`config.mk`:
```
export PLATFORM = sky130hd
export DESIGN_NAME = step_to_position
export DESIGN_NICKNAME = d
export VERILOG_FILES = /design/src/rtl/step_to_position.sv
export SDC_FILE = /design/constraint.sdc
export NUM_CORES = 1
export LEC_CHECK = 0
export BUFFER_PORTS_ARGS = -buffer_cell sky130_fd_sc_hd__buf_2
export CORE_ASPECT_RATIO = 1.4
export CORE_MARGIN = 8
export CORE_UTILIZATION = 55
export CTS_CLUSTER_SIZE = 14
export DETAILED_ROUTE_END_ITERATION = 12
export GPL_TIMING_DRIVEN = 0
export PLACE_DENSITY = 0.77
export SLEW_MARGIN = 20
export SYNTH_ARGS = -nofsm -noshare
export SYNTH_HDL_FRONTEND = slang
export SYNTH_SLANG_ARGS = --single-unit
```
`constraint.sdc`:
```
create_clock -name clk_i -period 4.19 [get_ports clk_i]
set_input_delay 0.838 -clock clk_i [delete_from_list [all_inputs] [get_ports clk_i]]
set_output_delay 0.838 -clock clk_i [all_outputs]
set_load 0.01 [all_outputs]
```
`src/rtl/step_to_position.sv`:
```
// step_to_position
//   Decodes a STEP/DIR pulse stream into a signed microstep position.
//   It also measures the step period, flags motion with a stall timeout,
//   and pulses when an armed target position is reached.
//
//   Optional build macro: STEP_GLITCH_FILTER_EN
//     When defined, a step is accepted only after the synchronized step has
//     been high for MIN_HIGH_CYC consecutive cycles.
//     When undefined, every synchronized rising edge is accepted.
//
//   Ports
//     clk_i            system clock
//     reset_n_i        asynchronous active-low reset
//     enable_i         decoder enable; low ignores steps and holds position
//     clear_i          synchronous clear of position, timer, period and target
//     step_i           asynchronous step input; a rising edge is one microstep
//     dir_i            asynchronous direction; 1 = increment, 0 = decrement
//     target_valid_i   one-cycle strobe that loads and arms target_i
//     target_i         signed target position
//     position_o       signed accumulated position (wraps modulo 2^POS_W)
//     period_o         clk_i cycles between the last two accepted steps; 0 = stopped
//     period_valid_o   one-cycle pulse when period_o updates
//     moving_o         high while steps arrive within the timeout
//     target_reached_o one-cycle pulse when the armed target is hit
module step_to_position #(
  parameter int unsigned POS_W        = 32,
  parameter int unsigned PERIOD_W     = 32,
  parameter int unsigned SYSCLK       = 25000000,
  parameter int unsigned TIMEOUT_US   = 10000,
  parameter int unsigned MIN_HIGH_CYC = 4
) (
  input  logic                       clk_i,
  input  logic                       reset_n_i,
  input  logic                       enable_i,
  input  logic                       clear_i,
  input  logic                       step_i,
  input  logic                       dir_i,
  input  logic                       target_valid_i,
  input  logic signed [POS_W-1:0]    target_i,
  output logic signed [POS_W-1:0]    position_o,
  output logic        [PERIOD_W-1:0] period_o,
  output logic                       period_valid_o,
  output logic                       moving_o,
  output logic                       target_reached_o
);

  localparam logic [PERIOD_W-1:0] TIMEOUT_CYC = PERIOD_W'((SYSCLK / 32'd1000000) * TIMEOUT_US);
  localparam logic [PERIOD_W-1:0] TIMER_ONE   = PERIOD_W'(1);
  localparam logic [POS_W-1:0]    POS_ONE     = POS_W'(1);

  typedef enum logic {IDLE, RUN} state_t;

  state_t                     state_q, state_d;
  logic [PERIOD_W-1:0]        timer_q, timer_d, period_d;
  logic signed [POS_W-1:0]    pos_d;
  logic                       pv_d;
  logic                       step_meta, step_s, dir_meta, dir_s;
  logic                       step_hit, accept, timeout;
  logic                       armed_q;
  logic signed [POS_W-1:0]    target_q;

  // Synchronizers run regardless of enable_i, so re-enabling while step_i is
  // already high does not produce a false edge.
  always_ff @(posedge clk_i or negedge reset_n_i) begin
    if (!reset_n_i) begin
      step_meta <= 1'b0;
      step_s    <= 1'b0;
      dir_meta  <= 1'b0;
      dir_s     <= 1'b0;
    end else begin
      step_meta <= step_i;
      step_s    <= step_meta;
      dir_meta  <= dir_i;
      dir_s     <= dir_meta;
    end
  end

`ifdef STEP_GLITCH_FILTER_EN
  localparam int unsigned HC_W = $clog2(MIN_HIGH_CYC + 1);

  logic [HC_W-1:0] high_cnt;

  // Counts the high cycles that came before the current one. It saturates
  // at MIN_HIGH_CYC, so a long high is accepted only once.
  always_ff @(posedge clk_i or negedge reset_n_i) begin
    if (!reset_n_i) begin
      high_cnt <= '0;
    end else if (!step_s) begin
      high_cnt <= '0;
    end else if (high_cnt != HC_W'(MIN_HIGH_CYC)) begin
      high_cnt <= high_cnt + 1'b1;
    end
  end

  assign step_hit = step_s && (high_cnt == HC_W'(MIN_HIGH_CYC - 1));
`else
  logic step_prev;

  always_ff @(posedge clk_i or negedge reset_n_i) begin
    if (!reset_n_i) begin
      step_prev <= 1'b0;
    end else begin
      step_prev <= step_s;
    end
  end

  assign step_hit = step_s && !step_prev;
`endif

  assign accept  = enable_i && step_hit;
  assign timeout = (timer_q >= TIMEOUT_CYC);

  always_ff @(posedge clk_i or negedge reset_n_i) begin
    if (!reset_n_i) begin
      state_q        <= IDLE;
      timer_q        <= '0;
      position_o     <= '0;
      period_o       <= '0;
      period_valid_o <= 1'b0;
    end else begin
      state_q        <= state_d;
      timer_q        <= timer_d;
      position_o     <= pos_d;
      period_o       <= period_d;
      period_valid_o <= pv_d;
    end
  end

  always_comb begin
    state_d  = state_q;
    timer_d  = timer_q;
    pos_d    = position_o;
    period_d = period_o;
    pv_d     = 1'b0;
    if (clear_i) begin
      state_d  = IDLE;
      timer_d  = '0;
      pos_d    = '0;
      period_d = '0;
    end else if (!enable_i) begin
      state_d = IDLE;
      timer_d = '0;
    end else begin
      if (accept) begin
        pos_d = dir_s ? position_o + POS_ONE : position_o - POS_ONE;
      end
      unique case (state_q)
        IDLE: begin
          if (accept) begin
            state_d = RUN;
            timer_d = TIMER_ONE;
          end
        end
        RUN: begin
          // An edge arriving in the timeout cycle keeps the decoder in RUN.
          if (accept) begin
            period_d = timer_q;
            pv_d     = 1'b1;
            timer_d  = TIMER_ONE;
          end else if (timeout) begin
            state_d  = IDLE;
            timer_d  = '0;
            period_d = '0;
            pv_d     = 1'b1;
          end else if (timer_q != '1) begin
            timer_d = timer_q + TIMER_ONE;
          end
        end
        default: state_d = IDLE;
      endcase
    end
  end

  assign moving_o = (state_q == RUN);

  // The comparison uses the registered position. A load that coincides with
  // a step edge is therefore checked against the post-step position.
  assign target_reached_o = armed_q && (position_o == target_q);

  always_ff @(posedge clk_i or negedge reset_n_i) begin
    if (!reset_n_i) begin
      armed_q  <= 1'b0;
      target_q <= '0;
    end else if (clear_i) begin
      armed_q <= 1'b0;
    end else if (target_valid_i) begin
      target_q <= target_i;
      armed_q  <= 1'b1;
    end else if (target_reached_o) begin
      armed_q <= 1'b0;
    end
  end

endmodule
```
== Yosys cells after proc, flatten, opt, wreduce, memory -nomap -nowiden ==
Cells that the tools add are included.

* Word-level logic and storage cells: 65
* Bits of input ports: 39
* Bits in registers: 136
* Output and inout port bits: 67

* Magnitude comparators: 1
* $add $sub $neg: 3
* Bitwise gates (word level): 2
* Equality and inequality tests: 4
* Reductions and logical operators: 13
* Multiplexer cells: 30

{| class="wikitable"
|+ Operator list
! cell !! count
|-
| 32-bit two-way mux || 15
|-
| 32-bit by 1-bit adder with 32-bit output (second input constant) || 2
|-
| 32-bit case mux with 2 select lines || 1
|-
| 32-bit equality test || 1
|-
| 32-bit by 18-bit >= comparator with 1-bit output (second input constant) || 1
|-
| 32-bit != test (second input constant) || 1
|-
| 32-bit by 1-bit subtractor with 32-bit output (second input constant) || 1
|-
| 1-bit two-way mux || 13
|-
| 6-bit by 3-bit != test with 1-bit output (second input constant) || 1
|-
| 2-bit AND reduction || 3
|-
| 2-bit nonzero test || 3
|-
| 3-bit nonzero test || 2
|-
| 4-bit != test (second input constant) || 1
|-
| 1-bit logical AND || 3
|-
| 3-bit AND reduction || 1
|-
| 1-bit NOT || 2
|-
| 1-bit case mux with 2 select lines || 1
|-
| 1-bit zero test || 1
|}

== Longest topological paths before layout ==
* Depth after elaboration: 7
* Gate-level depth with buffers: 11
* Gate-level depth less buffers: 10

== Worst setup path after synthesis ==
OpenSTA, ideal clock, no wires.

* Path type: register to register
* Start: register dir_s
* End: register position_o[26]
* Data arrival time: 3.004 ns
* Path slack: 1.060 ns
* Setup time: 0.126 ns
* Data required time: 4.064 ns
* Buffers on the path: 0
* Cell stages (with the launch flop): 11
* Clock period less this slack: 3.130 ns
* Path through: dfrtp_1 -> inv_1 -> ha_1 -> a21o_1 -> o21ba_1 -> o221a_1 -> o21a_2 -> a311oi_4 -> a221o_1 -> nor4b_2 -> a311o_1

* Longest elaborated chain between the ends: 4

{| class="wikitable"
|+ RTL lines
! what !! line !! RTL
|-
| from (decl) || 57 || <nowiki>logic step_meta, step_s, dir_meta, dir_s;</nowiki>
|-
| from (signal assigned) || 74 || <nowiki>dir_s <= dir_meta;</nowiki>
|-
| 32-bit two-way mux || 145 || <nowiki>pos_d = dir_s ? position_o + POS_ONE : position_o - POS_ONE;</nowiki>
|-
| 32-bit two-way mux || 144 || <nowiki>if (accept) begin</nowiki>
|-
| 32-bit two-way mux || 140 || <nowiki>end else if (!enable_i) begin</nowiki>
|-
| 32-bit two-way mux || 135 || <nowiki>if (clear_i) begin</nowiki>
|-
| to (signal assigned) || 123 || <nowiki>position_o <= pos_d;</nowiki>
|-
| to (decl) || 40 || <nowiki>output logic signed [POS_W-1:0] position_o,</nowiki>
|}

Every way passes these cells. The select of a mux whose other input is x is not followed.
A chain may end at the register's enable or synchronous reset.

== Worst setup path in the final report ==
Ends and elaborated chain as after synthesis.

==> results.json <==
{
  "run_status": "finished, final reports clean",
  "fillCellCount": 997,
  "worst-setup-path-type": "reg2reg",
  "layout.cells.most_common_list": "sky130_fd_sc_hd__dfrtp_1 (136), sky130_fd_sc_hd__buf_2 (105), sky130_fd_sc_hd__nand2_1 (87)",
  "finalClockSkew_ps": 8.468,
  "std_cell_rows": 49,
  "clock_sink_count": 136,
  "dp_hpwl_mm": 15.36,
  "post_cts_resized": 0,
  "synth-seq-area-share": 0.4676,
  "grt_pass1_wl_mm": 33.52,
  "port-buffer-count": 104,
  "post-cts-setup-buffer-count": 0,
  "globalRouteTotalUtil": 0.2454,
  "number_of_buffers_inserted_during_clock_tree_synthesis": 17,
  "critical_path_required_ps": 4490,
  "initial_utilization": 0.5653,
  "gp_congestion": 0.9277,
  "synth_area_leaders": "sky130_fd_sc_hd__dfrtp_1 (47%), sky130_fd_sc_hd__ha_1 (5.5%), sky130_fd_sc_hd__xnor2_1 (5.2%), sky130_fd_sc_hd__mux2_2 (5.0%), sky130_fd_sc_hd__nand2_1 (4.5%)",
  "vias_per_cell": 6.116,
  "worstSkewPairLatency_ps": 420,
  "grt_ovf": 0,
  "synthesis.yosys.warnings": 0,
  "netlist_area_um2": 7278,
  "final_core_utilization": 0.6714,
  "ys.flop_type": "sky130_fd_sc_hd__dfrtp_1",
  "via_count": 6171,
  "worst_r2r_start": "dir_s",
  "fp.dieW_um": 113.2,
  "average_routed_wire_per_standard_cell_um": 20.47,
  "unrepaired_setup_endpoints_after_global_routing": "false",
  "number_of_global_route_vias_before_repair": 6517,
  "place.detailed.instances": 975,
  "setup.worst_path.start": "dir_s",
  "critPathMaxFanout": 32,
  "layout.cells.most_common": "sky130_fd_sc_hd__dfrtp_1",
  "grt_start_max_net_pins": 102,
  "die_h_um": 152.1,
  "total_wirelength_mm": 20.65,
  "antenna_violating_nets_post_route": 0,
  "area_delta_synth_final_pct": 18.77,
  "yosysTopAreaCellShare": 0.4676,
  "tightestPinTransition_ps": 903.4,
  "final_hold_violations": 0,
  "worstPathArrival_ps": 3810,
  "post_synth_num_cell_types": 66,
  "reg_area_um2": 3403,
  "synth_edf_count": 0,
  "max_slew_margin": 0.3931,
  "power_leakage_nw": 4.157,
  "power-per-cell-area_nw_per_um2": 398.3,
  "post-route-period-util": 0.8380,
  "ctsHtreeMaxLevel": 4,
  "die_outline_area_um2": 17220,
  "worstSetupEndpointType": "flip-flop",
  "post-route-min-period_ps": 3511,
  "yosys.area.top_type": "sky130_fd_sc_hd__dfrtp_1",
  "tritoncts_clock_tree": "built",
  "io-pin-count": 106,
  "async_reset_ff_frac": 1.000,
  "startpoint_type": "flip-flop",
  "clk_path_buf_depth": 2,
  "design.final.nets": 913,
  "synth_nets": 789,
  "worst_setup_hold_path_clk_slew_ps": 70,
  "syn-instance-count": 717,
  "vdd_drop_max_mv": 0.2628,
  "post_cts_hold_buffer_count": 0,
  "fin_cells": 1009,
  "worstHoldPathType": "in2async",
  "drt_iter0_drc": 391,
  "grt_antenna_before_repair": 2,
  "final.setup.tns_ps": 0,
  "area_occupied_by_multi_input_gates_um2": 3689,
  "maxClockFrequency_mhz": 284.8,
  "maxCapViolCount": 0,
  "count_of_unresolved_drc_violations_after_routing": 0,
  "power_mw": 3.443,
  "ctsRootBufferMaster": "sky130_fd_sc_hd__clkbuf_16",
  "detail_route.first_pass.iterations": 5,
  "finalSetupViolations": 0,
  "core_area_um2": 12870,
  "ys_ff_latch": 136,
  "postSynthAreaPerCell_um2": 10.15,
  "drive_above_1_share": 0.2248,
  "finalMaxSlewViolations": 0
}
[power by group]
part / internal, mW / switching (mW) / leakage (nW)
combinational: 0.193 / 0.249 / 2.05
sequential: 1.38 / 0.0623 / 1.81
clock: 0.928 / 0.635 / 0.295
[metrics by stage]
stage | hold slack (ps) | area [µm²] | setup slack, ps
final | 276.7 | 8645 | 679.0
after global routing | 289.7 | 8640 | 513.7
after CTS | 282.6 | 8640 | 331.8
after detailed placement | 338.1 | 8028 | 351.7
after global placement | 336.2 | 7990 | 379.7
after floorplan | 331.2 | 7278 | 1060
[routing by layer]
metal	wire length, µm	track usage	share of wire
met1	8175	0.2722	0.40
met2	10330	0.4224	0.50
met3	1335	0.06347	0.065
met4	807	0.1248	0.039
met5	9	0	0.00044
[critical path, stage by stage, from the launching register on]
cell,delay (ps)
sky130_fd_sc_hd__dfrtp_1,400
sky130_fd_sc_hd__inv_2,490
sky130_fd_sc_hd__ha_1,210
sky130_fd_sc_hd__clkbuf_1,320
sky130_fd_sc_hd__nand4_1,170
sky130_fd_sc_hd__nor3_1,220
sky130_fd_sc_hd__nand4_1,350
sky130_fd_sc_hd__a311oi_4,570
sky130_fd_sc_hd__a221o_1,300
sky130_fd_sc_hd__nor4b_1,70
sky130_fd_sc_hd__a311o_1,280
[path summary, 6_finish.rpt]
kind	depth (start not counted)	slack, ps	end
max	10	680	position_o[26]
min	1	280	period_o[23]
max reg2reg	10	680	position_o[26]
min reg2reg	0	350	dir_s
max in group asynchronous	2	3140	position_o[9]
min in group clk_i	0	350	dir_s
[state kept, by name, indices dropped and copies added (netlist names)]
register and count:
armed_q 1, dir_meta 1, dir_s 1, moving_o 1
period_o 32, period_valid_o 1, position_o 32, step_meta 1
step_prev 1, step_s 1, target_q 32, timer_q 32
[synthesized netlist by cell type, types with 17 or more instances]
| cell | count |
|---|---|
| sky130_fd_sc_hd__xnor2_1 | 43 |
| sky130_fd_sc_hd__nand2_1 | 87 |
| sky130_fd_sc_hd__ha_1 | 32 |
| sky130_fd_sc_hd__a21oi_1 | 55 |
| sky130_fd_sc_hd__clkbuf_1 | 23 |
| sky130_fd_sc_hd__nand4_1 | 17 |
| sky130_fd_sc_hd__mux2_2 | 32 |
| sky130_fd_sc_hd__nand3_1 | 32 |
| sky130_fd_sc_hd__nor2_1 | 19 |
| sky130_fd_sc_hd__a22o_1 | 32 |
| sky130_fd_sc_hd__o21ai_1 | 17 |
| sky130_fd_sc_hd__dfrtp_1 | 136 |
| sky130_fd_sc_hd__o21ai_0 | 25 |
[area by class of cell]
class / count / share of cell area
well taps: 153 / 0.02215
repair buffers: 105 / 0.06455
clock buffers: 19 / 0.05240
multi-input cells: 535 / 0.4267
inverters: 12 / 0.005211
flip-flops and latches: 136 / 0.3937
clock inverters: 13 / 0.01838
diodes: 2 / 0.0005790
plain buffers: 34 / 0.01636
[cells by family after synthesis]
kind of cell | count (synthesis) | share of synthesized area
DFF | 136 | 0.4676
and+or+nand+nor | 222 | 0.1518
muxes | 35 | 0.05381
xor gates and xnor gates | 55 | 0.06619
buffers and inverters | 46 | 0.02561
adders and majority gates | 33 | 0.05776
AOI/OAI and AO/OA | 190 | 0.1772
Power figures use the tool's default switching activity.
